File: src/rtl/code_patch_unit_if.sv
// rtl/code_patch_unit_if.sv - fetch-side bus between instruction fetch/code ROM and code_patch_unit
//   master : drives si_read_i, si_addr_i, rom_data_i; receives rd_valid_o, rd_data_o, nopg_o, hit_idx_o
//   slave  : the patch unit (mirror of master)
interface code_patch_unit_if #(
   parameter int ADDR_W = 13,
   parameter int DATA_W = 22,
   parameter int IDX_W  = 3
);
   logic              si_read_i;
   logic [ADDR_W-1:0] si_addr_i;
   logic [DATA_W-1:0] rom_data_i;
   logic              rd_valid_o;
   logic [DATA_W-1:0] rd_data_o;
   logic              nopg_o;
   logic [IDX_W-1:0]  hit_idx_o;

   modport master (
      output si_read_i, si_addr_i, rom_data_i,
      input  rd_valid_o, rd_data_o, nopg_o, hit_idx_o
   );

   modport slave (
      input  si_read_i, si_addr_i, rom_data_i,
      output rd_valid_o, rd_data_o, nopg_o, hit_idx_o
   );
endinterface

File: src/rtl/code_patch_unit.sv
// rtl/code_patch_unit.sv - multi-entry pipelined code-patch unit between fetch port and code ROM
//   clk_i, rst_i       : clock, synchronous active-high reset
//   cfg_pat_gen_i      : global patch enable (sampled in stage 1)
//   cfg_we_i/idx/addr/data/valid : entry write port
//   cfg_clr_i          : invalidate all entries (wins over cfg_we_i)
//   fetch              : fetch/ROM bus (code_patch_unit_if.slave)
//   hit_cnt_o          : saturating patch-hit counter, present only with CODE_PATCH_HIT_CNT_EN
module code_patch_unit #(
   parameter int NUM_PATCH = 8,
   parameter int ADDR_W    = 13,
   parameter int DATA_W    = 22,
   parameter int IDX_W     = (NUM_PATCH > 1) ? $clog2(NUM_PATCH) : 1
) (
   input  logic              clk_i,
   input  logic              rst_i,
   input  logic              cfg_pat_gen_i,
   input  logic              cfg_we_i,
   input  logic [IDX_W-1:0]  cfg_idx_i,
   input  logic [ADDR_W-1:0] cfg_addr_i,
   input  logic [DATA_W-1:0] cfg_data_i,
   input  logic              cfg_valid_i,
   input  logic              cfg_clr_i,
   code_patch_unit_if.slave  fetch
`ifdef CODE_PATCH_HIT_CNT_EN
   ,
   output logic [15:0]       hit_cnt_o
`endif
);

   logic [NUM_PATCH-1:0] ent_valid;
   logic [ADDR_W-1:0]    ent_addr [NUM_PATCH];
   logic [DATA_W-1:0]    ent_data [NUM_PATCH];

   logic                 cmp_hit;
   logic [IDX_W-1:0]     cmp_idx;
   logic [DATA_W-1:0]    cmp_data;

   logic                 s1_valid;
   logic                 s1_hit;
   logic [IDX_W-1:0]     s1_idx;
   logic [DATA_W-1:0]    s1_data;

   logic                 rd_valid_q;
   logic [DATA_W-1:0]    rd_data_q;
   logic                 nopg_q;
   logic [IDX_W-1:0]     hit_idx_q;

   // Valid bits: clear beats write. Indices >= NUM_PATCH match no entry and are dropped.
   always_ff @(posedge clk_i) begin
      if (rst_i || cfg_clr_i) begin
         ent_valid <= '0;
      end else if (cfg_we_i) begin
         for (int i = 0; i < NUM_PATCH; i++) begin
            if (cfg_idx_i == IDX_W'(i)) ent_valid[i] <= cfg_valid_i;
         end
      end
   end

   // Address/data payload is only meaningful while valid, so it carries no reset.
   always_ff @(posedge clk_i) begin
      if (cfg_we_i) begin
         for (int i = 0; i < NUM_PATCH; i++) begin
            if (cfg_idx_i == IDX_W'(i)) begin
               ent_addr[i] <= cfg_addr_i;
               ent_data[i] <= cfg_data_i;
            end
         end
      end
   end

   // Scan from the top down so the lowest matching index is the last one assigned.
   always_comb begin
      cmp_hit  = 1'b0;
      cmp_idx  = '0;
      cmp_data = '0;
      for (int i = NUM_PATCH - 1; i >= 0; i--) begin
         if (cfg_pat_gen_i && ent_valid[i] && (ent_addr[i] == fetch.si_addr_i)) begin
            cmp_hit  = 1'b1;
            cmp_idx  = IDX_W'(i);
            cmp_data = ent_data[i];
         end
      end
   end

   // Stage 1: capture the match result against the pre-write table contents.
   always_ff @(posedge clk_i) begin
      if (rst_i) begin
         s1_valid <= 1'b0;
         s1_hit   <= 1'b0;
         s1_idx   <= '0;
         s1_data  <= '0;
      end else begin
         s1_valid <= fetch.si_read_i;
         if (fetch.si_read_i) begin
            s1_hit  <= cmp_hit;
            s1_idx  <= cmp_idx;
            s1_data <= cmp_data;
         end
      end
   end

   // Stage 2: merge with the ROM word, which arrives the cycle after the request.
   always_ff @(posedge clk_i) begin
      if (rst_i) begin
         rd_valid_q <= 1'b0;
         rd_data_q  <= '0;
         nopg_q     <= 1'b1;
         hit_idx_q  <= '0;
      end else begin
         rd_valid_q <= s1_valid;
         if (s1_valid) begin
            rd_data_q <= s1_hit ? s1_data : fetch.rom_data_i;
            nopg_q    <= !s1_hit;
            hit_idx_q <= s1_hit ? s1_idx : '0;
         end
      end
   end

   assign fetch.rd_valid_o = rd_valid_q;
   assign fetch.rd_data_o  = rd_data_q;
   assign fetch.nopg_o     = nopg_q;
   assign fetch.hit_idx_o  = hit_idx_q;

`ifdef CODE_PATCH_HIT_CNT_EN
   always_ff @(posedge clk_i) begin
      if (rst_i || cfg_clr_i) begin
         hit_cnt_o <= '0;
      end else if (s1_valid && s1_hit && (hit_cnt_o != 16'hFFFF)) begin
         hit_cnt_o <= hit_cnt_o + 16'd1;
      end
   end
`endif

endmodule

File: src/flat_wrapper.sv
// flat-port wrapper written by rule: the top's interface ports become plain ports
module code_patch_unit_flat 
#(
   parameter int NUM_PATCH = 8,
   parameter int ADDR_W    = 13,
   parameter int DATA_W    = 22,
   parameter int IDX_W     = (NUM_PATCH > 1) ? $clog2(NUM_PATCH) : 1
)
  (clk_i, rst_i, cfg_pat_gen_i, cfg_we_i, cfg_idx_i, cfg_addr_i, cfg_data_i, cfg_valid_i, cfg_clr_i, fetch_si_read_i, fetch_si_addr_i, fetch_rom_data_i, fetch_rd_valid_o, fetch_rd_data_o, fetch_nopg_o, fetch_hit_idx_o);
  code_patch_unit_if #(.ADDR_W(ADDR_W), .DATA_W(DATA_W), .IDX_W(IDX_W)) fetch_i ();
  input  logic clk_i;
  input  logic rst_i;
  input  logic cfg_pat_gen_i;
  input  logic cfg_we_i;
  input  logic [IDX_W-1:0] cfg_idx_i;
  input  logic [ADDR_W-1:0] cfg_addr_i;
  input  logic [DATA_W-1:0] cfg_data_i;
  input  logic cfg_valid_i;
  input  logic cfg_clr_i;
  input wire logic [$bits(fetch_i.si_read_i)-1:0] fetch_si_read_i;
  input wire logic [$bits(fetch_i.si_addr_i)-1:0] fetch_si_addr_i;
  input wire logic [$bits(fetch_i.rom_data_i)-1:0] fetch_rom_data_i;
  output wire logic [$bits(fetch_i.rd_valid_o)-1:0] fetch_rd_valid_o;
  output wire logic [$bits(fetch_i.rd_data_o)-1:0] fetch_rd_data_o;
  output wire logic [$bits(fetch_i.nopg_o)-1:0] fetch_nopg_o;
  output wire logic [$bits(fetch_i.hit_idx_o)-1:0] fetch_hit_idx_o;
  assign fetch_i.si_read_i = fetch_si_read_i;
  assign fetch_i.si_addr_i = fetch_si_addr_i;
  assign fetch_i.rom_data_i = fetch_rom_data_i;
  assign fetch_rd_valid_o = fetch_i.rd_valid_o;
  assign fetch_rd_data_o = fetch_i.rd_data_o;
  assign fetch_nopg_o = fetch_i.nopg_o;
  assign fetch_hit_idx_o = fetch_i.hit_idx_o;
  code_patch_unit #(.NUM_PATCH(NUM_PATCH), .ADDR_W(ADDR_W), .DATA_W(DATA_W), .IDX_W(IDX_W)) u_core (.clk_i(clk_i), .rst_i(rst_i), .cfg_pat_gen_i(cfg_pat_gen_i), .cfg_we_i(cfg_we_i), .cfg_idx_i(cfg_idx_i), .cfg_addr_i(cfg_addr_i), .cfg_data_i(cfg_data_i), .cfg_valid_i(cfg_valid_i), .cfg_clr_i(cfg_clr_i), .fetch(fetch_i));
endmodule
File: config.mk
export PLATFORM = sky130hd
export DESIGN_NAME = code_patch_unit_flat
export DESIGN_NICKNAME = d
export VERILOG_FILES = /design/src/rtl/code_patch_unit_if.sv /design/src/rtl/code_patch_unit.sv /design/src/flat_wrapper.sv
export SDC_FILE = /design/constraint.sdc
export NUM_CORES = 1
export LEC_CHECK = 0
export BUFFER_PORTS_ARGS = -buffer_cell sky130_fd_sc_hd__buf_2
export CORE_MARGIN = 2
export CORE_UTILIZATION = 38
export CTS_CLUSTER_SIZE = 25
export DETAILED_ROUTE_END_ITERATION = 6
export GPL_TIMING_DRIVEN = 0
export PLACE_DENSITY_LB_ADDON = 0.12
export REMOVE_ABC_BUFFERS = 1
export SYNTH_ARGS = -nofsm -noshare
export SYNTH_HDL_FRONTEND = slang
export SYNTH_SLANG_ARGS = --single-unit
File: constraint.sdc
create_clock -name clk_i -period 4.95 [get_ports clk_i]
set_input_delay 0.99 -clock clk_i [delete_from_list [all_inputs] [get_ports clk_i]]
set_output_delay 0.99 -clock clk_i [all_outputs]
set_load 0.1 [all_outputs]
==> flow_summary.yaml <==
clock_tree:
  clkTransAtPathRegs_ps: 50
  cts_buffers: 40
  insertion_delay_ps: 520
  cts_tree: "built"
  htreeDepth: 2
  numClockSinks: 342
  ctsHoldBuffers: 0
  postCtsSetupRepairBufs: 0
  cts_root_buf: "clkbuf_16"
  cts_buffer_depth: 3
  ctsResizeCount: 0
sta:
  rsz0062_at_grt: "false"
  fmax_mhz: 254
  whs_ps: 465
  maxSlewViolCount: 0
  worst_slew_pin_slew_ps: 1290
  fin_crit_ps: 3940
  finalCritPeriodShare_pct: 79.5
  setup_ws_ps: 1010
  hold_viol: 0
  fin_skew_ps: 19.2
  setup_viol: 0
  slew_headroom_pct: 14.0
  tns_ps: 0
floorplanning:
  start_util_pct: 38.5
  coreArea_um2: 37700
  fp.dieH_um: 199
  rows: 71
  die-area_um2: 39800
  die_w_um: 199
  ioPinCount: 107
routing:
  ant_nets: 0
  top_layer: "met4"
  wl_met1_um: 17500
  drt-initial-drc-count: 631
  via_per_inst: 5.37
  met2_length_um: 19100
  vias: 9492
  drt_wl_total_um: 39100
  firstDrtPassIters: 5
  drc: 0
  post_drt_wl_per_cell_um: 22.1
  met3_length_um: 1690
setup_path:
  crit_required_ps: 5330
  cp-start-kind: "primary input"
  setup.worst_path.class: "in2reg"
  crit_slowest_cell: "and4_1"
  rr_startpoint: "u_core.ent_addr[0][46]"
  r2r-end: "u_core.s1_data[3]"
  critPathArrivalTime_ps: 4320
  cp_max_fo: 22
  cp-end-kind: "flop"
  reg2reg_depth: 6
  path_cells: "buf_2, xor2_1, nor4_1, and4_1, or2_2, o311a_1, a21oi_1"
  cp_top_family: "simple AND/OR/NAND/NOR gates"
  ff2ff_setup_slack_ps: 1390
  worst-path-buf-inv: 1
  cpPeakStageDelay_ps: 1140
logic_synthesis:
  synth_cell_types: 47
  yosys_warnings: 0
  async_reset_ff_share_pct: 0
  postSynthAreaPerCell_um2: 12.9
  synth.yosys.seq_area_share_pct: 66.5
  synthCells: 1126
  synth_edf_count: 280
  syn_area_um2: 14500
  ys_seq_elements: 342
  dominantRegCellSynth: "edfxtp_1"
grt:
  track_usage_pct: 19.8
  overflow: 0
  grt_pass1_vias: 9444
  grt_max_degree: 57
  grt_pass1_wl_um: 58600
  antenna_found_initial: 0
finish:
  diodes: 0
  final_cells: 1766
  fin_nets: 1307
  post-route-util_pct: 45.5
  fillers: 3504
  finish.instance_area_um2: 17100
  drive_gt1_share_pct: 17.8
  syn_to_final_growth_pct: 18.1
min_path:
  hold_start: "u_core.fetch.hit_idx_o[1]"
  hold_class: "reg2reg"
  hold_end: "u_core.fetch.hit_idx_o[1]"
  worstHoldPathCells: 2
placed_design:
  place_ws_ps: 389
  gp_congestion: 0.764
  portBuffers: 106
  dp_hpwl_um: 25600
  place_area_um2: 15900
  dp_cells: 1696
job:
  drv_cap: 0
outcome:
  status: "finished, final reports clean"
power:
  p_leak_nw: 5.80
  p_per_area_nw_per_um2: 378
  ir_drop_uv: 215
  power_mw: 6.47
layout by cell type (no fill, tap or decap), types with 20 or more instances in the layout:
master | netlist | layout
a211oi_1 | 46 | 46
buf_2 | 14 | 106
edfxtp_1 | 280 | 280
a21oi_1 | 52 | 52
and2_1 | 23 | 23
nor2_1 | 99 | 92
nor3_1 | 23 | 21
nand3_1 | 51 | 51
nor4_1 | 40 | 36
a311oi_1 | 20 | 20
dfxtp_1 | 62 | 60
inv_1 | 23 | 22
nand4_1 | 26 | 26
mux2i_1 | 24 | 24
xor2_1 | 43 | 43
nand2_1 | 21 | 21
xnor2_1 | 61 | 59
clkbuf_16 | 0 | 42
and3_1 | 42 | 42
cell families after synthesis:
family / count (synthesis) / share of synthesized area [%]
flops: 342 / 66.5
simple gates: 369 / 13.6
buf+inv: 106 / 2.94
xor+xnor: 104 / 6.28
mux: 24 / 1.66
compound gates: 181 / 9.03
layer usage:
metal / vias to the layer above / global-route usage, %
met1: 4662 / 26.6
met5: - / 0
met4: 0 / 5.84
li1: 4513 / -
met3: 64 / 2.45
met2: 253 / 33.8
flip-flops by register name, indices dropped and copies added (netlist names):
| name | cells |
|---|---|
| u_core.ent_addr | 104 |
| u_core.ent_data | 176 |
| u_core.ent_valid | 8 |
| u_core.fetch.hit_idx_o | 3 |
| u_core.fetch.nopg_o | 1 |
| u_core.fetch.rd_data_o | 22 |
| u_core.fetch.rd_valid_o | 1 |
| u_core.s1_data | 22 |
| u_core.s1_hit | 1 |
| u_core.s1_idx | 3 |
| u_core.s1_valid | 1 |
cell type report:
type                    instances  area (um2)  share of cell area, %
flip-flops and latches        342        9650                   56.3
well taps                     511         639                   3.73
inverters                      23        86.3                  0.504
clock inverters                16        95.1                  0.555
repair buffers                142         988                   5.77
clock buffers                  54        1140                   6.63
multi-input cells             678        4540                   26.5
worst register-to-register path: stages, from the launching register on:
cell and delay (ps):
edfxtp_1 380, xor2_1 150, nor4_1 750, and4_1 1140, or2_2 630, o311a_1 290, a21oi_1 80
power breakdown:
part | internal (mW) | switching [mW]
logic | 0.131 | 0.332
registers | 3.21 | 0.0317
clock network | 1.65 | 1.11
Yosys cell counts (24+ instances only):
library cell    n  area (um2)
edfxtp_1      280        8410
nor2_1         99         372
clkbuf_1       62         233
dfxtp_1        62        1240
xnor2_1        61         534
a21oi_1        52         260
nand3_1        51         255
a211oi_1       46         345
xor2_1         43         377
and3_1         42         263
nor4_1         40         250
nand4_1        26         163
mux2i_1        24         240
how the worst max path moves through the flow:
| stage | start | to | slack (ps) | cells after the start |
|---|---|---|---|---|
| floorplan | fetch_si_addr_i[1] | u_core.s1_hit | -8 | 6 |
| global placement | fetch_si_addr_i[5] | u_core.s1_data[2] | -4600 | 7 |
| global route | fetch_si_addr_i[11] | u_core.s1_data[7] | 800 | 7 |
| finish | fetch_si_addr_i[11] | u_core.s1_data[3] | 1010 | 7 |
| detailed placement | fetch_si_addr_i[11] | u_core.s1_data[5] | 390 | 7 |
| CTS | fetch_si_addr_i[11] | u_core.s1_data[13] | 920 | 7 |
Power figures use the tool's default switching activity.
